## src/rtl/fpu_pkg.sv

```systemverilog
// Shared FPU types and constants for the FP32 -> INT32 conversion path.
package fpu_pkg;

  typedef struct packed {
    logic        s;
    logic [7:0]  e;
    logic [22:0] m;
  } fp32_t;

  localparam logic [7:0]  FP_BIAS        = 8'd127;
  // Exponent at which the 24-bit mantissa is already an integer (no shift).
  localparam logic [7:0]  FTOI_EXP_EXACT = FP_BIAS + 8'd23;
  // Largest exponent whose value can still fit a signed 32-bit integer.
  localparam logic [7:0]  FTOI_EXP_MAX   = 8'd157;
  localparam logic [31:0] INT32_MAX      = 32'h7FFFFFFF;
  localparam logic [31:0] INT32_MIN      = 32'h80000000;
  // -2^31 is the only exponent-158 value that is representable.
  localparam logic [31:0] FP32_NEG_2P31  = 32'hCF000000;

  // Mantissa with the hidden bit; exponent zero flushes denormals (no hidden bit).
  function automatic logic [23:0] fp32_mant(input fp32_t f);
    return {|f.e, f.m};
  endfunction

endpackage

```

## src/rtl/fpu_rshift_round.sv

```systemverilog
// Right shift of a 24-bit mantissa returning the kept bits, the first bit
// shifted out (round bit) and the OR of every bit shifted out (sticky).
// Shifts of 25 or more discard the whole mantissa.
module fpu_rshift_round (
  input  logic [23:0] mant,
  input  logic [4:0]  sh,
  output logic [23:0] q,
  output logic        rbit,
  output logic        sticky
);

  logic [47:0] wide;

  // Shift into a double-width word so the discarded bits land in the low half.
  always_comb begin
    wide = {mant, 24'd0} >> sh;
    if (sh >= 5'd25) begin
      q      = '0;
      rbit   = 1'b0;
      sticky = |mant;
    end else begin
      q      = wide[47:24];
      rbit   = wide[23];
      sticky = |wide[23:0];
    end
  end

endmodule

```

## src/rtl/ftoi_pipe.sv

```systemverilog
// Two-stage pipelined FP32 -> signed INT32 converter with valid/ready on both
// sides. Stage 1 unpacks, classifies and aligns; stage 2 rounds, negates and
// saturates. Optional FTOI_FLAGS_EN adds registered out_nv / out_nx flags.
module ftoi_pipe
  import fpu_pkg::*;
#(
  parameter int ROUND = 1
) (
  input  logic        clk,
  input  logic        rst,
  input  logic        in_valid,
  output logic        in_ready,
  input  logic [31:0] x,
  output logic        out_valid,
  input  logic        out_ready,
  output logic [31:0] y
`ifdef FTOI_FLAGS_EN
  ,
  output logic        out_nv,
  output logic        out_nx
`endif
);

  fp32_t       xf;
  logic [23:0] mant;
  logic        is_nan, is_ovf, is_zero, is_left;
  logic [3:0]  lsh;
  logic [7:0]  rsh_full;
  logic [4:0]  rsh;
  logic [23:0] rs_q;
  logic        rs_rbit, rs_sticky;
  logic [31:0] mag_next;
  logic        rbit_next;
  logic        adv1, adv2;

  logic        v1_reg, v2_reg;
  logic        s1_sign_reg, s1_nan_reg, s1_ovf_reg, s1_zero_reg, s1_rbit_reg;
  logic [31:0] s1_mag_reg;
  logic [31:0] mag_rnd, y_next, y_reg;

  assign adv2      = !v2_reg || out_ready;
  assign adv1      = !v1_reg || adv2;
  assign in_ready  = adv1;
  assign out_valid = v2_reg;
  assign y         = y_reg;

  assign xf       = x;
  assign mant     = fp32_mant(xf);
  assign is_nan   = (&xf.e) && (|xf.m);
  assign is_ovf   = (xf.e > FTOI_EXP_MAX) && (x != FP32_NEG_2P31) && !is_nan;
  assign is_zero  = (x[30:0] == 31'd0);
  assign is_left  = (xf.e >= FTOI_EXP_EXACT);
  // Only exponents 150..158 reach the left path without saturating: 0..8 bits.
  assign lsh      = 4'(xf.e - FTOI_EXP_EXACT);
  assign rsh_full = FTOI_EXP_EXACT - xf.e;
  assign rsh      = (rsh_full > 8'd31) ? 5'd31 : rsh_full[4:0];

  fpu_rshift_round u_rshift (
    .mant   (mant),
    .sh     (rsh),
    .q      (rs_q),
    .rbit   (rs_rbit),
    .sticky (rs_sticky)
  );

  // Pick the left- or right-aligned magnitude for the stage-1 register.
  always_comb begin
    mag_next  = {8'd0, rs_q};
    rbit_next = rs_rbit;
    if (is_left) begin
      mag_next  = {8'd0, mant} << lsh;
      rbit_next = 1'b0;
    end
  end

  // Stage 1: capture sign, class and aligned magnitude of the accepted operand.
  always_ff @(posedge clk) begin
    if (rst) begin
      v1_reg      <= 1'b0;
      s1_sign_reg <= 1'b0;
      s1_nan_reg  <= 1'b0;
      s1_ovf_reg  <= 1'b0;
      s1_zero_reg <= 1'b0;
      s1_rbit_reg <= 1'b0;
      s1_mag_reg  <= '0;
    end else if (adv1) begin
      v1_reg <= in_valid;
      if (in_valid) begin
        s1_sign_reg <= xf.s;
        s1_nan_reg  <= is_nan;
        s1_ovf_reg  <= is_ovf;
        s1_zero_reg <= is_zero;
        s1_rbit_reg <= rbit_next;
        s1_mag_reg  <= mag_next;
      end
    end
  end

  // Round, then either saturate or apply the sign in two's complement.
  always_comb begin
    mag_rnd = s1_mag_reg + {31'd0, (ROUND != 0) && s1_rbit_reg};
    y_next  = s1_sign_reg ? (32'd0 - mag_rnd) : mag_rnd;
    if (s1_nan_reg) begin
      y_next = INT32_MAX;
    end else if (s1_ovf_reg) begin
      y_next = s1_sign_reg ? INT32_MIN : INT32_MAX;
    end else if (s1_zero_reg) begin
      y_next = '0;
    end
  end

  // Stage 2: output register, held while the consumer stalls.
  always_ff @(posedge clk) begin
    if (rst) begin
      v2_reg <= 1'b0;
      y_reg  <= '0;
    end else if (adv2) begin
      v2_reg <= v1_reg;
      if (v1_reg) begin
        y_reg <= y_next;
      end
    end
  end

`ifdef FTOI_FLAGS_EN
  logic s1_sticky_reg, nv_reg, nx_reg;

  // Sticky travels with the stage-1 payload so nx lines up with y.
  always_ff @(posedge clk) begin
    if (rst) begin
      s1_sticky_reg <= 1'b0;
    end else if (adv1 && in_valid) begin
      s1_sticky_reg <= is_left ? 1'b0 : rs_sticky;
    end
  end

  // Flags register alongside y; saturated results never report inexact.
  always_ff @(posedge clk) begin
    if (rst) begin
      nv_reg <= 1'b0;
      nx_reg <= 1'b0;
    end else if (adv2 && v1_reg) begin
      nv_reg <= s1_nan_reg || s1_ovf_reg;
      nx_reg <= s1_sticky_reg && !s1_nan_reg && !s1_ovf_reg && !s1_zero_reg;
    end
  end

  assign out_nv = nv_reg;
  assign out_nx = nx_reg;
`else
  // Sticky only feeds the inexact flag, which this build does not have.
  logic unused_sticky;
  assign unused_sticky = rs_sticky;
`endif

endmodule

```

## config.mk

```make
export PLATFORM = sky130hd
export DESIGN_NAME = ftoi_pipe
export DESIGN_NICKNAME = d
export VERILOG_FILES = /design/src/rtl/fpu_pkg.sv /design/src/rtl/fpu_rshift_round.sv /design/src/rtl/ftoi_pipe.sv
export SDC_FILE = /design/constraint.sdc
export NUM_CORES = 1
export LEC_CHECK = 0
export CAP_MARGIN = 15
export CORE_UTILIZATION = 60
export DETAILED_ROUTE_END_ITERATION = 7
export HOLD_SLACK_MARGIN = 0.06
export PLACE_DENSITY = 0.9
export SKIP_LAST_GASP = 1
export SLEW_MARGIN = 20
export SYNTH_ARGS = -nofsm -noshare
export SYNTH_HDL_FRONTEND = slang
export SYNTH_SLANG_ARGS = --single-unit
```

## constraint.sdc

```tcl
create_clock -name clk -period 8 [get_ports clk]
set_input_delay 1.2 -clock clk [delete_from_list [all_inputs] [get_ports clk]]
set_output_delay 1.2 -clock clk [all_outputs]
set_load 0.005 [all_outputs]
```

==> metrics <==
final weighted congestion in routability-driven placement 1.04; crit path max fanout 34; cell types with the largest area share after synthesis sky130_fd_sc_hd__dfxtp_1, sky130_fd_sc_hd__mux2i_1, sky130_fd_sc_hd__o21ai_0, sky130_fd_sc_hd__a21oi_1, sky130_fd_sc_hd__xnor2_1; nature of the critical path startpoint input pin; share of the clock period used by the worst path after layout 0.629; data required time at the worst endpoint 8.22 ns; via count 8178; number of H-tree branching levels 3; area inside the core boundary 0.0121 sq mm; class of the tightest hold or removal check flip-flop to flip-flop; number of global-route vias before repair 7354; wire per inst 20.0 um; highest clock frequency the design can meet 199 MHz; Setup violations, final 0; startpoint of the most critical setup path x[24]; Detailed Route Iter0 Violations 1048; die area 0.0130 sq mm; buffer type at the clock tree root sky130_fd_sc_hd__clkbuf_16; antenna cells 0; number of buffers added for setup after CTS 0; global-route congestion overflow total 0; Leakage Power 3.11 nW; total iterations of the first detailed-routing run 7; number of hold violations in the final report 0; worst-skew pair later-pin latency 0.34 ns; RSZ-0062 raised after global routing false; outcome finished, final reports clean; kind of critical path input pin to flip-flop; share of final-layout standard cells stronger than drive strength 1 0.0893; Post-Synthesis Net Count 1068; synthesized area per cell 7.35 sq um; sequential-to-total area share from yosys stat 0.189; hold_ws 0.511 ns; Min Clock Period, post-route 5.03 ns; cts bufs inserted 9; number of distinct library cell variants in the gate-level netlist after synthesis 88; Setup Total Neg Slack 0 ns; Slew HR 0.296; FF-to-FF Start s1_rbit_reg; remaining routing DRC violations 0; top cells by count, synth sky130_fd_sc_hd__nor2_1, sky130_fd_sc_hd__nand2_1, sky130_fd_sc_hd__o21ai_0, sky130_fd_sc_hd__a21oi_1, sky130_fd_sc_hd__dfxtp_1; max cap viols 0; commonest register cell after synthesis sky130_fd_sc_hd__dfxtp_1; Final Slew Violations 0; wirelength, routed 23900 um; Num Clock Sinks 71; maximum buffer depth of the clock tree 2; CTS-repair resized insts 0; Multi-input gate area 0.00561 sq mm; total power per unit cell area 151 mW/mm^2; number of core rows 40; detailed-placement wirelength estimate 17300 um; total standard cell area after synthesis 0.00750 sq mm; worst-case reg-to-reg path depth 10; async set-reset flop share out of synthesis 0; most frequent cell after synthesis sky130_fd_sc_hd__nor2_1; element type at the critical path end flip-flop; total routing usage reported by global routing 0.375; fraction of post-synthesis cell area in the top cell type by area 0.189; highest ir drop seen on vdd 0.109 mV; global-route wire length before repair 38500 um; Hold Startpoint y[5]; number of I/O port buffers 69; initial antenna violation count 0; number of hold buffers added after cts 0; number of flops mapped to enable cells by yosys 0; Cells after Synth 1021; worst path arrival time 5.25 ns; horizontal die dimension 114 um; total area of sequential cells 0.00142 sq mm; worst clock skew on the final layout 0.00575 ns; effective utilization at floorplan 0.620; pin count of the biggest net entering global routing 55; dominant cell type by area after synthesis sky130_fd_sc_hd__dfxtp_1; number of nets with antenna violations after detailed routing 0; Final nets 1072; I/O pin cnt 70; ratio of routed vias to standard cells 6.83; total of fill cells in the finished design 1039; Ys Warns 0; layout-stage area growth over the synthesis result 12.6%; slew at the pin closest to its max-slew limit 1.05 ns; Vert. Die Dim 114 um; worst hold path cell count 2; total of flip-flops plus latches after synthesis 71; Clk pin slew, worst setup/hold paths 0.06 ns; CTS tree done
==> layout make-up <==
class,count,share of cell area
tap,168,0.0249
timing repair buffer,85,0.0954
multi-input combinational,839,0.664
inverter,19,0.00844
sequential,71,0.168
clock inverter,5,0.00948
clock buffer,11,0.0299
==> metrics by stage <==
stage               cell area [sq um]  power (W)   util  worst slack (ns)  cells
CTS                              8450    0.00126  0.698              3.11   1198
global placement                 8120   0.000818  0.670              2.74   1182
floorplan                        7500   0.000695      -              4.14   1021
detailed placement               8120   0.000822  0.670              2.78   1182
finish                           8450    0.00127  0.698              2.97   1198
global route                     8450    0.00133  0.698              2.64   1198
==> worst max-delay path: stages <==
cell                              delay, ns
sky130_fd_sc_hd__clkdlybuf4s50_1       1.08
sky130_fd_sc_hd__inv_2                 0.40
sky130_fd_sc_hd__ha_1                  0.40
sky130_fd_sc_hd__buf_4                 0.26
sky130_fd_sc_hd__inv_1                 0.32
sky130_fd_sc_hd__a21oi_1               0.14
sky130_fd_sc_hd__a21boi_0              0.14
sky130_fd_sc_hd__buf_4                 0.21
sky130_fd_sc_hd__o22a_1                0.23
sky130_fd_sc_hd__o2bb2ai_1             0.17
sky130_fd_sc_hd__a2111oi_0             0.52
sky130_fd_sc_hd__a31oi_1               0.15
==> placed cells by master (no fill, tap or decap), types with 4 or more instances in the layout <==
master / synthesis / routed
sky130_fd_sc_hd__o21ai_0: 90 / 90
sky130_fd_sc_hd__and3_1: 11 / 11
sky130_fd_sc_hd__mux4_2: 7 / 7
sky130_fd_sc_hd__a31o_2: 4 / 4
sky130_fd_sc_hd__o31ai_1: 4 / 4
sky130_fd_sc_hd__a311oi_1: 4 / 4
sky130_fd_sc_hd__o22a_1: 4 / 4
sky130_fd_sc_hd__dfxtp_1: 71 / 71
sky130_fd_sc_hd__a221oi_1: 16 / 16
sky130_fd_sc_hd__o2bb2ai_1: 4 / 4
sky130_fd_sc_hd__and2_1: 9 / 9
sky130_fd_sc_hd__mux2i_1: 59 / 59
sky130_fd_sc_hd__xor2_1: 18 / 18
sky130_fd_sc_hd__inv_1: 18 / 18
sky130_fd_sc_hd__o211ai_1: 12 / 12
sky130_fd_sc_hd__o221ai_1: 4 / 4
sky130_fd_sc_hd__nand2b_1: 7 / 7
sky130_fd_sc_hd__a2bb2oi_1: 4 / 4
sky130_fd_sc_hd__xnor2_1: 43 / 43
sky130_fd_sc_hd__or3_1: 11 / 11
sky130_fd_sc_hd__nor3_1: 22 / 22
sky130_fd_sc_hd__a211oi_1: 14 / 14
sky130_fd_sc_hd__a31oi_1: 21 / 21
sky130_fd_sc_hd__mux2_2: 13 / 13
sky130_fd_sc_hd__clkbuf_16: 0 / 9
sky130_fd_sc_hd__a22oi_1: 8 / 8
sky130_fd_sc_hd__buf_4: 5 / 16
sky130_fd_sc_hd__nor2b_1: 5 / 4
sky130_fd_sc_hd__a21o_1: 8 / 8
sky130_fd_sc_hd__clkdlybuf4s50_1: 0 / 68
sky130_fd_sc_hd__o22ai_1: 7 / 7
sky130_fd_sc_hd__nor2_1: 100 / 100
sky130_fd_sc_hd__ha_1: 11 / 11
sky130_fd_sc_hd__nand3_1: 24 / 24
sky130_fd_sc_hd__a21oi_1: 83 / 83
sky130_fd_sc_hd__nand2_1: 97 / 97
sky130_fd_sc_hd__nor4_1: 13 / 13
sky130_fd_sc_hd__nand4_1: 19 / 19
sky130_fd_sc_hd__and4_1: 5 / 5
==> worst paths after layout <==
path	end	slack, ns
worst max register to register	y[31]	4.34
worst max-delay path	s1_mag_reg[1]	2.97
worst min-delay path	y[5]	0.51
worst min register to register	y[5]	0.51
==> where the power goes <==
| group | switching (W) | leakage, nW | total (W) | internal [W] |
|---|---|---|---|---|
| clock network | 0.000155 | 0.158 | 0.000444 | 0.000289 |
| registers | 0.0000274 | 0.584 | 0.000405 | 0.000378 |
| logic | 0.000255 | 2.36 | 0.000426 | 0.000171 |
==> per-layer routing <==
layer  vias up  share of wire  global-route usage
li1       3809              -                   -
met1      3785           0.40               0.473
met2       501           0.47               0.622
met4         0          0.043               0.210
met3        83          0.088              0.0441
met5         -              0                   0
==> cell families after synthesis <==
kind of cell	share of synthesized area
compound gates	0.295
xor+xnor	0.0712
fa+ha+maj	0.0183
buf+inv	0.0639
flops	0.189
mux	0.119
simple gates	0.243
(Power assumes the default switching activity.)
